$ cat config.mk
export PLATFORM = sky130hd
export DESIGN_NAME = fetch_arbiter_flat
export DESIGN_NICKNAME = d
export VERILOG_FILES = /design/src/rtl/fetch_arbiter_if.sv /design/src/rtl/fetch_arbiter.sv /design/src/flat_wrapper.sv
export SDC_FILE = /design/constraint.sdc
export NUM_CORES = 1
export LEC_CHECK = 0
export ABC_AREA = 1
export CORE_ASPECT_RATIO = 0.7
export CORE_MARGIN = 3
export CORE_UTILIZATION = 39
export DETAILED_ROUTE_END_ITERATION = 16
export DONT_BUFFER_PORTS = 1
export HOLD_SLACK_MARGIN = 0.08
export PLACE_DENSITY_LB_ADDON = 0.3
export SLEW_MARGIN = 20
export SYNTH_ARGS = -nofsm -noshare
export SYNTH_HDL_FRONTEND = slang
export SYNTH_SLANG_ARGS = --single-unit
$ cat constraint.sdc
create_clock -name clk -period 2.9 [get_ports clk]
set_input_delay 0.145 -clock clk [delete_from_list [all_inputs] [get_ports clk]]
set_output_delay 0.145 -clock clk [all_outputs]
set_load 0.01 [all_outputs]
$ cat src/rtl/fetch_arbiter_if.sv
// Bus bundle between the fetch arbiter and its environment: redirect input,
// load/store handshake, FIFO control and the single-ported RAM strobe.
interface fetch_arbiter_if #(
    parameter int A_WIDTH = 10
);
    logic               restart_i;
    logic [A_WIDTH-1:0] restart_addr_i;
    logic               ls_valid_i;
    logic               ls_store_i;
    logic [A_WIDTH-1:0] ls_addr_i;
    logic               ls_ready_o;
    logic               fifo_dequeue_i;
    logic               ram_en_o;
    logic               ram_we_o;
    logic [A_WIDTH-1:0] ram_addr_o;
    logic               fifo_enqueue_o;
    logic               fifo_clear_o;
    logic               load_data_valid_o;

    modport master (
        input  restart_i, restart_addr_i, ls_valid_i, ls_store_i, ls_addr_i, fifo_dequeue_i,
        output ls_ready_o, ram_en_o, ram_we_o, ram_addr_o, fifo_enqueue_o, fifo_clear_o,
               load_data_valid_o
    );

    modport slave (
        output restart_i, restart_addr_i, ls_valid_i, ls_store_i, ls_addr_i, fifo_dequeue_i,
        input  ls_ready_o, ram_en_o, ram_we_o, ram_addr_o, fifo_enqueue_o, fifo_clear_o,
               load_data_valid_o
    );
endinterface

$ cat src/rtl/fetch_arbiter.sv
// Shares one RAM port between instruction prefetch into a FIFO and load/store
// traffic; restart redirects the fetch stream and flushes the FIFO.
module fetch_arbiter_chk (
    input logic clk,
    input logic reset_n,
    input logic en,
    input logic we,
    input logic enq,
    input logic ldv,
    input logic deq,
    input logic occ_zero
);
    // Run-time sanity checks on the RAM and FIFO side outputs
    always @(posedge clk) begin
        if (reset_n) begin
            if (deq && occ_zero) begin
                $warning("fetch_arbiter: dequeue with no outstanding fetch ignored");
            end
            assert (!(we && !en)) else $error("fetch_arbiter: write enable without RAM strobe");
            assert (!(enq && ldv)) else $error("fetch_arbiter: enqueue and load data in same cycle");
        end
    end
endmodule

module fetch_arbiter #(
    parameter int A_WIDTH = 10,
    parameter int DEPTH   = 8
) (
    input logic            clk,
    input logic            reset_n,
    fetch_arbiter_if.master bus
);
    localparam int OCC_W = $clog2(DEPTH + 1);

    typedef enum logic [1:0] {
        IDLE  = 2'd0,
        FLUSH = 2'd1,
        RUN   = 2'd2
    } state_t;

    state_t             state_r, state_s;
    logic [A_WIDTH-1:0] pc_r, pc_s;
    logic [A_WIDTH-1:0] addr_r, addr_s;
    logic [OCC_W-1:0]   occ_r, occ_s;
    logic en_r, en_s, we_r, we_s, clear_r, clear_s;
    logic enq_r, enq_s, ldv_r, ldv_s;
    logic fetch_cyc_r, fetch_cyc_s, load_cyc_r, load_cyc_s;
    logic ready_s, xfer_s, fetch_s, deq_ok_s;

    assign ready_s                = (state_r == RUN) && !bus.restart_i;
    assign bus.ls_ready_o         = ready_s;
    assign bus.ram_en_o           = en_r;
    assign bus.ram_we_o           = we_r;
    assign bus.ram_addr_o         = addr_r;
    assign bus.fifo_clear_o       = clear_r;
    assign bus.fifo_enqueue_o     = enq_r;
    assign bus.load_data_valid_o  = ldv_r;

    // Next-state, RAM request selection and occupancy bookkeeping
    always_comb begin
        state_s     = state_r;
        pc_s        = pc_r;
        occ_s       = occ_r;
        en_s        = 1'b0;
        we_s        = 1'b0;
        addr_s      = {A_WIDTH{1'b0}};
        clear_s     = 1'b0;
        fetch_cyc_s = 1'b0;
        load_cyc_s  = 1'b0;
        deq_ok_s    = bus.fifo_dequeue_i && (occ_r != {OCC_W{1'b0}});
        xfer_s      = ready_s && bus.ls_valid_i;
        // The edge leaving FLUSH already issues the first fetch of the new stream
        fetch_s     = !bus.restart_i && !xfer_s && ((state_r == RUN) || (state_r == FLUSH))
                      && (occ_r < OCC_W'(DEPTH));
        // A fetch returning while the FIFO is being cleared is dropped
        enq_s       = fetch_cyc_r && !bus.restart_i;
        ldv_s       = load_cyc_r;

        case (state_r)
            IDLE:    state_s = IDLE;
            FLUSH:   state_s = RUN;
            RUN:     state_s = RUN;
            default: state_s = IDLE;
        endcase

        if (bus.restart_i) begin
            state_s = FLUSH;
            pc_s    = bus.restart_addr_i;
            occ_s   = {OCC_W{1'b0}};
            clear_s = 1'b1;
        end else begin
            if (xfer_s) begin
                en_s       = 1'b1;
                we_s       = bus.ls_store_i;
                addr_s     = bus.ls_addr_i;
                load_cyc_s = !bus.ls_store_i;
            end else if (fetch_s) begin
                en_s        = 1'b1;
                addr_s      = pc_r;
                pc_s        = pc_r + {{(A_WIDTH-1){1'b0}}, 1'b1};
                fetch_cyc_s = 1'b1;
            end else begin
                en_s = 1'b0;
            end
            occ_s = occ_r + {{(OCC_W-1){1'b0}}, fetch_s} - {{(OCC_W-1){1'b0}}, deq_ok_s};
        end
    end

    // State and registered outputs; reset abandons any in-flight access
    always_ff @(posedge clk or negedge reset_n) begin
        if (!reset_n) begin
            state_r     <= IDLE;
            pc_r        <= {A_WIDTH{1'b0}};
            occ_r       <= {OCC_W{1'b0}};
            en_r        <= 1'b0;
            we_r        <= 1'b0;
            addr_r      <= {A_WIDTH{1'b0}};
            clear_r     <= 1'b0;
            enq_r       <= 1'b0;
            ldv_r       <= 1'b0;
            fetch_cyc_r <= 1'b0;
            load_cyc_r  <= 1'b0;
        end else begin
            state_r     <= state_s;
            pc_r        <= pc_s;
            occ_r       <= occ_s;
            en_r        <= en_s;
            we_r        <= we_s;
            addr_r      <= addr_s;
            clear_r     <= clear_s;
            enq_r       <= enq_s;
            ldv_r       <= ldv_s;
            fetch_cyc_r <= fetch_cyc_s;
            load_cyc_r  <= load_cyc_s;
        end
    end

    fetch_arbiter_chk u_chk (
        .clk      (clk),
        .reset_n  (reset_n),
        .en       (en_r),
        .we       (we_r),
        .enq      (enq_r),
        .ldv      (ldv_r),
        .deq      (bus.fifo_dequeue_i),
        .occ_zero (occ_r == {OCC_W{1'b0}})
    );
endmodule

$ cat src/flat_wrapper.sv
// flat-port wrapper written by rule: the top's interface ports become plain ports
module fetch_arbiter_flat 
#(
    parameter int A_WIDTH = 10,
    parameter int DEPTH   = 8
)
  (clk, reset_n, bus_restart_i, bus_restart_addr_i, bus_ls_valid_i, bus_ls_store_i, bus_ls_addr_i, bus_fifo_dequeue_i, bus_ls_ready_o, bus_ram_en_o, bus_ram_we_o, bus_ram_addr_o, bus_fifo_enqueue_o, bus_fifo_clear_o, bus_load_data_valid_o);
  fetch_arbiter_if #(.A_WIDTH(A_WIDTH)) bus_i ();
  input logic clk;
  input logic reset_n;
  input wire logic [$bits(bus_i.restart_i)-1:0] bus_restart_i;
  input wire logic [$bits(bus_i.restart_addr_i)-1:0] bus_restart_addr_i;
  input wire logic [$bits(bus_i.ls_valid_i)-1:0] bus_ls_valid_i;
  input wire logic [$bits(bus_i.ls_store_i)-1:0] bus_ls_store_i;
  input wire logic [$bits(bus_i.ls_addr_i)-1:0] bus_ls_addr_i;
  input wire logic [$bits(bus_i.fifo_dequeue_i)-1:0] bus_fifo_dequeue_i;
  output wire logic [$bits(bus_i.ls_ready_o)-1:0] bus_ls_ready_o;
  output wire logic [$bits(bus_i.ram_en_o)-1:0] bus_ram_en_o;
  output wire logic [$bits(bus_i.ram_we_o)-1:0] bus_ram_we_o;
  output wire logic [$bits(bus_i.ram_addr_o)-1:0] bus_ram_addr_o;
  output wire logic [$bits(bus_i.fifo_enqueue_o)-1:0] bus_fifo_enqueue_o;
  output wire logic [$bits(bus_i.fifo_clear_o)-1:0] bus_fifo_clear_o;
  output wire logic [$bits(bus_i.load_data_valid_o)-1:0] bus_load_data_valid_o;
  assign bus_i.restart_i = bus_restart_i;
  assign bus_i.restart_addr_i = bus_restart_addr_i;
  assign bus_i.ls_valid_i = bus_ls_valid_i;
  assign bus_i.ls_store_i = bus_ls_store_i;
  assign bus_i.ls_addr_i = bus_ls_addr_i;
  assign bus_i.fifo_dequeue_i = bus_fifo_dequeue_i;
  assign bus_ls_ready_o = bus_i.ls_ready_o;
  assign bus_ram_en_o = bus_i.ram_en_o;
  assign bus_ram_we_o = bus_i.ram_we_o;
  assign bus_ram_addr_o = bus_i.ram_addr_o;
  assign bus_fifo_enqueue_o = bus_i.fifo_enqueue_o;
  assign bus_fifo_clear_o = bus_i.fifo_clear_o;
  assign bus_load_data_valid_o = bus_i.load_data_valid_o;
  fetch_arbiter #(.A_WIDTH(A_WIDTH), .DEPTH(DEPTH)) u_core (.clk(clk), .reset_n(reset_n), .bus(bus_i));
endmodule
==> results of run 1 <==
## metal layers
layer  global-route usage  share of wire  vias up
met4               0.0917          0.033        0
li1                     -              -      651
met2                0.233           0.42       55
met1                0.223           0.47      588
met5                    0              0        -
met3               0.0488          0.075       12
## stage by stage
step                area (um2)  std cells  setup slack (ps)  total power, mW  hold slack (ps)
floorplan                 1660        191               880            0.931             -151
global placement          1690        237               707            0.993             -150
detailed placement        1690        237               673             1.00             -150
CTS                       2050        270               218             1.48             82.4
global route              2050        270              14.2             1.58             86.6
finish                    2050        270               250             1.46             86.7
## power breakdown
part | internal, mW | total, mW | switching, mW
clock network | 0.255 | 0.425 | 0.170
registers | 0.528 | 0.597 | 0.0684
logic | 0.179 | 0.438 | 0.259
total | 0.962 | 1.46 | 0.497
## area by class of cell
cell class	instances	area, um2	area share
clock buffer	6	72.6	0.0353
clock inverter	2	35.0	0.0171
inverter	26	105	0.0512
multi-input combinational	127	714	0.348
sequential	32	801	0.390
tap	52	65.1	0.0317
timing repair buffer	25	260	0.127
## worst min path at each step
| stage | from | endpoint | slack [ps] | cells past startpoint |
|---|---|---|---|---|
| 3_3_place_gp | reset_n | u_core.bus.ram_addr_o[0] | -150 | 0 |
| 5_1_grt | bus_restart_addr_i[1] | u_core.pc_r[1] | 90 | 4 |
| 6_report | bus_restart_addr_i[1] | u_core.pc_r[1] | 90 | 4 |
| 4_1_cts | bus_restart_addr_i[1] | u_core.pc_r[1] | 80 | 4 |
| 2_1_floorplan | reset_n | u_core.bus.fifo_enqueue_o | -150 | 0 |
| 3_5_place_dp | reset_n | u_core.bus.ram_addr_o[0] | -150 | 0 |
## sequential cells by signal (all words and copies together), names as in the netlist
signal	count
u_core.bus.ram_addr_o	10
u_core.ldv_s	1
u_core.bus.fifo_enqueue_o	1
u_core.bus.ram_we_o	1
u_core.pc_r	10
u_core.occ_r	4
u_core.state_r	2
u_core.fetch_cyc_r	1
u_core.bus.load_data_valid_o	1
u_core.bus.ram_en_o	1
## cells by family after synthesis
family / Yosys count
AOI/OAI and AO/OA: 15
and+or+nand+nor: 103
buffers and inverters: 32
xor gates and xnor gates: 1
adders and majority gates: 8
DFF: 32
## cell usage in the layout, fill, tap and decap left out, types with 2 or more instances in the layout
master and n:
inv_1 23, dfrtp_1 32, inv_2 2, nand3_1 19
o21ai_1 10, a21oi_1 2, nand3_2 8, ha_1 7
nand3_4 2, o21ai_0 2, clkbuf_8 5, nor2_1 16
dlygate4sd3_1 24, nand2_1 54
## worst max-delay path, delay by kind of cell
family	cells	cell delay, ps
buffers and inverters	4	1460
adder cells (fa/ha/maj)	2	670
AND/OR/NAND/NOR	3	500
==> metrics, run 1 <==
Routed wire per std cell=13.5 um; worst reg2reg path endpoint=u_core.occ_r[1]; Max Slew Vio Count=0; Synth area leader=dfrtp_1; XOR/XNOR share of the synthesized area=0.00527; Slew headroom=0.348; vias per inst=4.84; Max FO, Critical Path=18; Main synth FF type=dfrtp_1; Post-synth ARST share=1.00; fin nets=251; WP data arrival=2790 ps; Worst Hold Class=in2reg; Final period util=0.914; clock transition at the registers of the reported paths=70 ps; crit start category=input port; Yosys reg bits=32; Worst path slowest cell=dlygate4sd3_1; first-pass GRT wire length=6.26 mm; GRT Total Usage=0.163; synthesized area=0.00166 mm2; Post-synth EDFFs=0; post-synthesis area per instance=8.71 um2; TNS Setup=0 ps; Worst-Skew Late Latency=290 ps; Least-Margin Pin Slew=975 ps; post_cts resized=0; DRT Wirelength=3.65 mm; worst stage delay on the critical path=1180 ps; RR Startpoint=u_core.state_r[0]; post-synthesis sequential area ratio=0.482; CTS Root Cell=clkbuf_8; Distinct cells, synth=24; router iterations before antenna repair=5; largest net degree at the start of global routing=33; type of element capturing the critical path=register; Worst R2R Setup Slack=between 600 and 700 ps; R2R depth=9; Synth Area in Adders=0.0647; Post-synth top cells=54 x nand2_1, 32 x dfrtp_1, 23 x inv_1; Cell Chain, Critical Path=dlygate4sd3_1 -> inv_8 -> nand3_4 -> inv_2 -> nor2_4 -> ha_1 -> fa_1 -> inv_1 -> nor2_1; DRC viols=0; GRT Residual Overflow=0; max-cap violations=0; layout cells sized above 1=0.115; Crit Path Category=in2reg; synth-to-layout area growth=23.5%; clk buf depth=2; outcome=finished, final reports clean; maximum clock rate=0.377 GHz; Synthesis Warnings=0; Util after Layout=0.511; n_diodes=0; Hold Buf Count CTS=25; vias=1306; IO Pins=42; post-synth net total=225; Hold Fails Final Rpt=0; Placer Congestion=about 0.93; Fin Clk Skew=approximately 6.4 ps; ANT nets after route=0; Die Width=84.0 um; Die Y=60.6 um; count leader, synth=nand2_1; Area contributors post-synth=dfrtp_1 48%, nand2_1 12%, nand3_1 5.7%; number of global-route vias before repair=1300; H-tree Lvls=2; CTS buffer count=5; Final setup viols=0; num rows=19; RSZ-0062 raised after global routing=false; Clock Sinks=32; post-detail-place hpwl=2.60 mm; post-synthesis mux area share=0; Power Density=711 mW/mm2; Iter 0 DRT Violations=64; CTS tree=yes; largest family of logic cells by synthesized area=simple AND/OR/NAND/NOR gates; Post-CTS Setup Inserts=0; DIE AREA=about 0.0051 mm2; fill count=about 370; top-area cell type share of the netlist area=0.482; Synth Area in Compound Gates=0.0459; cells after synthesis=191; final worst path period need=about 2600 ps; Synth Area in Simple Gates=0.314; crit path from=bus_restart_i; core area=0.00402 mm2; LEAKAGE=1.02 nW; initial antenna violation count=0; VDD IR max=0.000390 V; CP required=just over 3000 ps; CP Capture Point=u_core.occ_r[1]; initial cell density of the core=0.414; port buffer count=0
Note: power is estimated with default switching activity, not from simulation.
==> inputs of run 2 (changes only) <==
- ABC_AREA: 1 -> 0
==> metrics, run 2 <==
Cell Chain, Critical Path=inv_1 -> ha_1 -> a2111o_1 -> clkinv_4 -> ha_1 -> fa_1 -> nor2b_1 (was dlygate4sd3_1 -> inv_8 -> nand3_4 -> inv_2 -> nor2_4 -> ha_1 -> fa_1 -> inv_1 -> nor2_1); post-synth net total=170 (was 225); Die Y=57.5 um (was 60.6 um); Pint=0.933 mW (was 0.962 mW); Max FO, Critical Path=17 (was 18); Post-CTS Setup Inserts=0 (unchanged); largest family of logic cells by synthesized area=compound AO/OA/AOI/OAI gates (was simple AND/OR/NAND/NOR gates); layout cells sized above 1=0.0732 (was 0.115); Clock Sinks=32 (unchanged); RR Startpoint=u_core.state_r[0] (unchanged); DRT Wirelength=3.45 mm (was 3.65 mm); Hold Crit Start=bus_restart_i (was bus_restart_addr_i[1]); initial cell density of the core=0.412 (was 0.414); count leader, synth=dfrtp_1 (was nand2_1); LEAKAGE=0.866 nW (was 1.02 nW); largest net degree at the start of global routing=33 (unchanged); Synth Area in Simple Gates=0.140 (was 0.314); initial antenna violation count=0 (unchanged); Crit Path Category=reg2reg (was in2reg); GRT Residual Overflow=0 (unchanged); Synthesis Warnings=0 (unchanged); Final period util=0.799 (was 0.914); Worst-Skew Late Latency=280 ps (was 290 ps); RSZ-0062 raised after global routing=false (unchanged); worst reg2reg path endpoint=u_core.occ_r[1] (unchanged); ANT nets after route=0 (unchanged); Post-synth top cells=32 x dfrtp_1, 12 x inv_1, 9 x o21ai_0 (was 54 x nand2_1, 32 x dfrtp_1, 23 x inv_1); top-area cell type share of the netlist area=0.542 (was 0.482); num rows=18 (was 19); Max Slew Vio Count=0 (unchanged); post-detail-place hpwl=2.21 mm (was 2.60 mm); Synth area leader=dfrtp_1 (unchanged); Post-synth ARST share=1.00 (unchanged); n_diodes=0 (unchanged); vias per inst=5.47 (was 4.84); cells after synthesis=136 (was 191); first-pass GRT wire length=5.35 mm (was 6.26 mm); crit start category=register (was input port); Fin Clk Skew=1.66 ps (was 6.35 ps); final worst path period need=2320 ps (was 2650 ps); Iter 0 DRT Violations=135 (was 64); worst stage delay on the critical path=450 ps (was 1180 ps); clk buf depth=2 (unchanged); VDD IR max=0.000287 V (was 0.000390 V); Yosys reg bits=32 (unchanged); most used cell, CP=ha_1; synthesized area=0.00148 mm2 (was 0.00166 mm2); WP data arrival=2460 ps (was 2790 ps); worst hold margin=139 ps (was 86.7 ps); Worst path slowest cell=a2111o_1 (was dlygate4sd3_1); Slew headroom=0.547 (was 0.348); most common cell after layout, fill and taps aside=dfrtp_1 (was nand2_1); CTS tree=yes (unchanged); Hold Fails Final Rpt=0 (unchanged); post-synthesis mux area share=0.00678 (was 0); DRC viols=0 (unchanged); P_sw=0.408 mW (was 0.497 mW); Hold Crit Depth=3 (was 4); Synth Area in Compound Gates=0.171 (was 0.0459); router iterations before antenna repair=6 (was 5); post-synthesis sequential area ratio=0.542 (was 0.482); Final setup viols=0 (unchanged); XOR/XNOR share of the synthesized area=0.0119 (was 0.00527); combinational share of power=0.248 (was 0.300); Synth Area in Adders=0.0729 (was 0.0647); hold-critical path endpoint=u_core.pc_r[3] (was u_core.pc_r[1]); Least-Margin Pin Slew=678 ps (was 975 ps); Sw Share=0.304 (was 0.341); TNS Setup=0 ps (unchanged); Post-synth EDFFs=0 (unchanged); DIE AREA=0.00457 mm2 (was 0.00510 mm2); Main synth FF type=dfrtp_1 (unchanged); R2R depth=7 (was 9); synth-to-layout area growth=28.1% (was 23.5%); Power Density=709 mW/mm2 (was 711 mW/mm2); max-cap violations=0 (unchanged); Distinct cells, synth=34 (was 24); type of element capturing the critical path=register (unchanged); clock transition at the registers of the reported paths=70 ps (about the same); Worst R2R Setup Slack=580 ps (was 630 ps); post-synthesis area per instance=10.9 um2 (was 8.71 um2); Worst Hold Class=in2reg (unchanged); number of global-route vias before repair=1140 (was 1300); Clk pwr share=0.316 (was 0.291); fin nets=197 (was 251); port buffer count=0 (unchanged); Die Width=79.5 um (was 84.0 um); fill count=295 (was 371); CP required=3050 ps (was 3040 ps); outcome=finished, final reports clean (unchanged); IO Pins=42 (unchanged); most frequent cells in the layout=32 x dfrtp_1, 24 x dlygate4sd3_1, 12 x inv_1 (was 54 x nand2_1, 32 x dfrtp_1, 24 x dlygate4sd3_1); CTS buffer count=5 (unchanged); core area=0.00358 mm2 (was 0.00402 mm2); CTS Root Cell=clkbuf_8 (unchanged); GRT Total Usage=0.156 (was 0.163); H-tree Lvls=2 (unchanged); Area contributors post-synth=dfrtp_1 54%, ha_1 5.9%, a22o_1 4.2% (was dfrtp_1 48%, nand2_1 12%, nand3_1 5.7%); Routed wire per std cell=16.1 um (was 13.5 um); Placer Congestion=0.825 (was 0.934); maximum clock rate=0.431 GHz (was 0.377 GHz); vias=1171 (was 1306); Sequential Power Share=0.437 (was 0.409)
run 2: changes by cell type in the layout (fill, tap and decap cells not counted), moves of 5 or more:
cell     change
nand3_2      -8
nor2b_1      +5
nand3_1     -13
inv_1       -11
o21ai_1     -10
a22o_1       +7
nor2_1      -11
o21ai_0      +7
nand2_1     -46
run 2: critical path, delay by kind of cell (launching register included):
kind	cells	cell delay [ps]
fa+ha+maj	3	940
compound gates	1	450
buf+inv	2	230
flops	1	420
simple gates	1	130
run 2: logic make-up (layout without fill, tap and decap cells):
| logic type | count (synthesis) | in the layout |
|---|---|---|
| simple gates | 38 | 38 |
| compound gates | 36 | 36 |
| flops | 32 | 32 |
| buf+inv | 19 | 47 |
| fa+ha+maj | 8 | 8 |
| xor+xnor | 2 | 2 |
| mux | 1 | 1 |
run 2: repair_timing:
item	4_1_cts	5_1_grt
hold buffers	25	0
resized for setup	0	0
hold endpoints to repair	61	0
run 2: worst max path at each step:
stage               cells after the start               from               to
floorplan                               8  u_core.state_r[0]  u_core.occ_r[1]
global placement                        7  u_core.state_r[0]  u_core.occ_r[1]
detailed placement                      7  u_core.state_r[0]  u_core.occ_r[1]
CTS                                     7  u_core.state_r[0]  u_core.occ_r[1]
global route                            7  u_core.state_r[0]  u_core.occ_r[1]
finish                                  7  u_core.state_r[0]  u_core.occ_r[1]
run 2: metal layers:
layer	share of wire	vias to the layer above	global-route usage
met3	0.067	8	0.0410
met4	0.020	0	0.0833
met2	0.47	49	0.246
met5	0	-	0
li1	-	539	-
met1	0.45	575	0.197
run 2: cell type report:
class / instances / area [um2] / share of cell area
Sequential cell: 32 / 801 / 0.424
Multi-Input combinational cell: 85 / 594 / 0.314
Timing Repair Buffer: 26 / 268 / 0.142
Clock buffer: 5 / 68.8 / 0.0364
Tap cell: 50 / 62.6 / 0.0331
Inverter: 13 / 53.8 / 0.0285
Clock inverter: 3 / 42.5 / 0.0225
run 2: power groups by stage:
stage	Combinational (mW)	Sequential, mW	Clock, mW
final	0.332	0.586	0.423
after global routing	0.382	0.593	0.452
after CTS	0.335	0.584	0.431
after detailed placement	0.290	0.592	0
after global placement	0.273	0.589	0
after floorplan	0.246	0.571	0
run 2: per-stage QoR:
| stage | power (mW) | util | cells | setup WS [ps] | area (um2) |
|---|---|---|---|---|---|
| 6_report | 1.34 | 0.528 | 214 | 582 | 1890 |
| 3_5_place_dp | 0.883 | 0.424 | 181 | 639 | 1520 |
| 5_1_grt | 1.43 | 0.528 | 214 | 469 | 1890 |
| 4_1_cts | 1.35 | 0.528 | 214 | 585 | 1890 |
| 2_1_floorplan | 0.818 | - | 136 | 589 | 1480 |
| 3_3_place_gp | 0.862 | 0.424 | 181 | 728 | 1520 |
==> inputs of run 3 (changes only) <==
- ABC_AREA: 0 -> 1
- clock period: 2.9 -> 2 ns (I/O delays scaled with it)
==> metrics, run 3 (synthesis results as in run 1) <==
GRT Total Usage=0.155 (was 0.156); met3 Use GR=0.0529 (was 0.0410); Fin Clk Skew=7.23 ps (was 1.66 ps); DRC viols=0 (unchanged); Hold Fails Final Rpt=0 (unchanged); Crit Path Category=reg2reg (unchanged); num rows=19 (was 18); vias=1326 (was 1171); router iterations before antenna repair=4 (was 6); clk buf depth=2 (unchanged); VDD IR max=0.000559 V (was 0.000287 V); R2R depth=9 (was 7); Worst Hold Class=in2async (was in2reg); largest net degree at the start of global routing=33 (unchanged); post-detail-place hpwl=2.44 mm (was 2.21 mm); CTS buffer count=5 (unchanged); Iter 0 DRT Violations=48 (was 135); WP depth=9 (was 7); CP Buf/Inv Count=3 (was 2); initial cell density of the core=0.414 (was 0.412); WP data arrival=2090 ps (was 2460 ps); worst stage delay on the critical path=520 ps (was 450 ps); Cell Chain, Critical Path=inv_1 -> ha_1 -> a31oi_1 -> ha_1 -> inv_1 -> ha_1 -> fa_2 -> inv_1 -> nor2_1 (was inv_1 -> ha_1 -> a2111o_1 -> clkinv_4 -> ha_1 -> fa_1 -> nor2b_1); fill count=361 (was 295); Power Density=1000 mW/mm2 (was 709 mW/mm2); cell family with most CP delay=adder cells (unchanged); LEAKAGE=1.08 nW (was 0.866 nW); number of global-route vias before repair=1312 (was 1140); synth-to-layout area growth=32.9% (was 28.1%); Design Area, Final=0.00221 mm2 (was 0.00189 mm2); Die Width=84.0 um (was 79.5 um); Max FO, Critical Path=2 (was 17); CP required=2210 ps (was 3050 ps); outcome=finished, final reports clean (unchanged); Final period util=0.939 (was 0.799); IO Pins=42 (unchanged); layout cells sized above 1=0.139 (was 0.0732); TNS Setup=0 ps (unchanged); maximum clock rate=0.533 GHz (was 0.431 GHz); CTS tree=yes (unchanged); Placer Congestion=0.778 (was 0.825); DIE AREA=0.00510 mm2 (was 0.00457 mm2); final worst path period need=1880 ps (was 2320 ps); RSZ-0062 raised after global routing=false (unchanged); Least-Margin Pin Slew=706 ps (was 678 ps); Worst path slowest cell=fa_2 (was a2111o_1); type of element capturing the critical path=register (unchanged); max-cap violations=0 (unchanged); crit start category=register (unchanged); Slew headroom=0.529 (was 0.547); DRT Wirelength=3.67 mm (was 3.45 mm); Worst-Skew Late Latency=280 ps (about the same); final setup slack of the worst path=122 ps (was 582 ps); Placed Area=0.00173 mm2 (was 0.00152 mm2); core area=0.00402 mm2 (was 0.00358 mm2); clock transition at the registers of the reported paths=70 ps (about the same); M2 GR Usage=0.255 (was 0.246); met1 GRT Util=0.202 (was 0.197); GRT busiest layer=met2 (unchanged); Place WS=117 ps (was 639 ps); Die Y=60.6 um (was 57.5 um); ANT nets after route=0 (unchanged); Final setup viols=0 (unchanged); Clock Sinks=32 (unchanged); Util after Layout=0.550 (was 0.528); most frequent cells in the layout=54 x nand2_1, 32 x dlygate4sd3_1, 32 x dfrtp_1 (was 32 x dfrtp_1, 24 x dlygate4sd3_1, 12 x inv_1); Routed wire per std cell=13.0 um (was 16.1 um); n_diodes=0 (unchanged); first-pass GRT wire length=6.07 mm (was 5.35 mm); Max Slew Vio Count=0 (unchanged); H-tree Lvls=2 (unchanged); most common cell after layout, fill and taps aside=nand2_1 (was dfrtp_1); GRT Residual Overflow=0 (unchanged); vias per inst=4.69 (was 5.47); initial antenna violation count=0 (unchanged); fin nets=264 (was 197); CTS Root Cell=clkbuf_8 (unchanged); port buffer count=0 (unchanged)
## run 3: through the flow
stage,hold WS [ps],power (mW),cells
2_1_floorplan,-196,1.36,191
5_1_grt,273,2.39,283
4_1_cts,255,2.24,283
3_5_place_dp,-195,1.46,241
6_report,263,2.22,283
3_3_place_gp,-195,1.46,241
## run 3: routing by layer
layer	wire [um]	part of all wire
met1	1770	0.48
met2	1650	0.45
met4	19	0.0052
met5	0	0
met3	231	0.063
## run 3: layout make-up
type	instances	area, um2	area share
inverter	26	105	0.0476
timing repair buffer	38	383	0.173
tap	52	65.1	0.0294
multi-input combinational	127	729	0.330
sequential	32	801	0.362
clock inverter	1	30.0	0.0136
clock buffer	7	96.3	0.0436
## run 3: worst paths after layout
path	slack, ps	to	start
min reg2reg	360	u_core.bus.load_data_valid_o	u_core.ldv_s
max	120	u_core.occ_r[1]	u_core.occ_r[2]
min in group clk	360	u_core.bus.load_data_valid_o	u_core.ldv_s
max in group asynchronous	1560	u_core.pc_r[9]	reset_n
min	260	u_core.bus.ram_addr_o[0]	reset_n
max reg2reg	120	u_core.occ_r[1]	u_core.occ_r[2]
## run 3: what timing repair did
action | in CTS | in global routing
buffers inserted | 0 | 0
endpoints found under the setup margin | 0 | 3
hold endpoints to repair | 63 | 0
hold buffers | 34 | 0
resized for setup | 0 | 2
## run 3: power by group
| group | internal (mW) | leakage, nW | switching [mW] |
|---|---|---|---|
| combinational | 0.297 | 0.598 | 0.378 |
| sequential | 0.766 | 0.415 | 0.0905 |
| clock | 0.440 | 0.0645 | 0.247 |
| total | 1.50 | 1.08 | 0.715 |
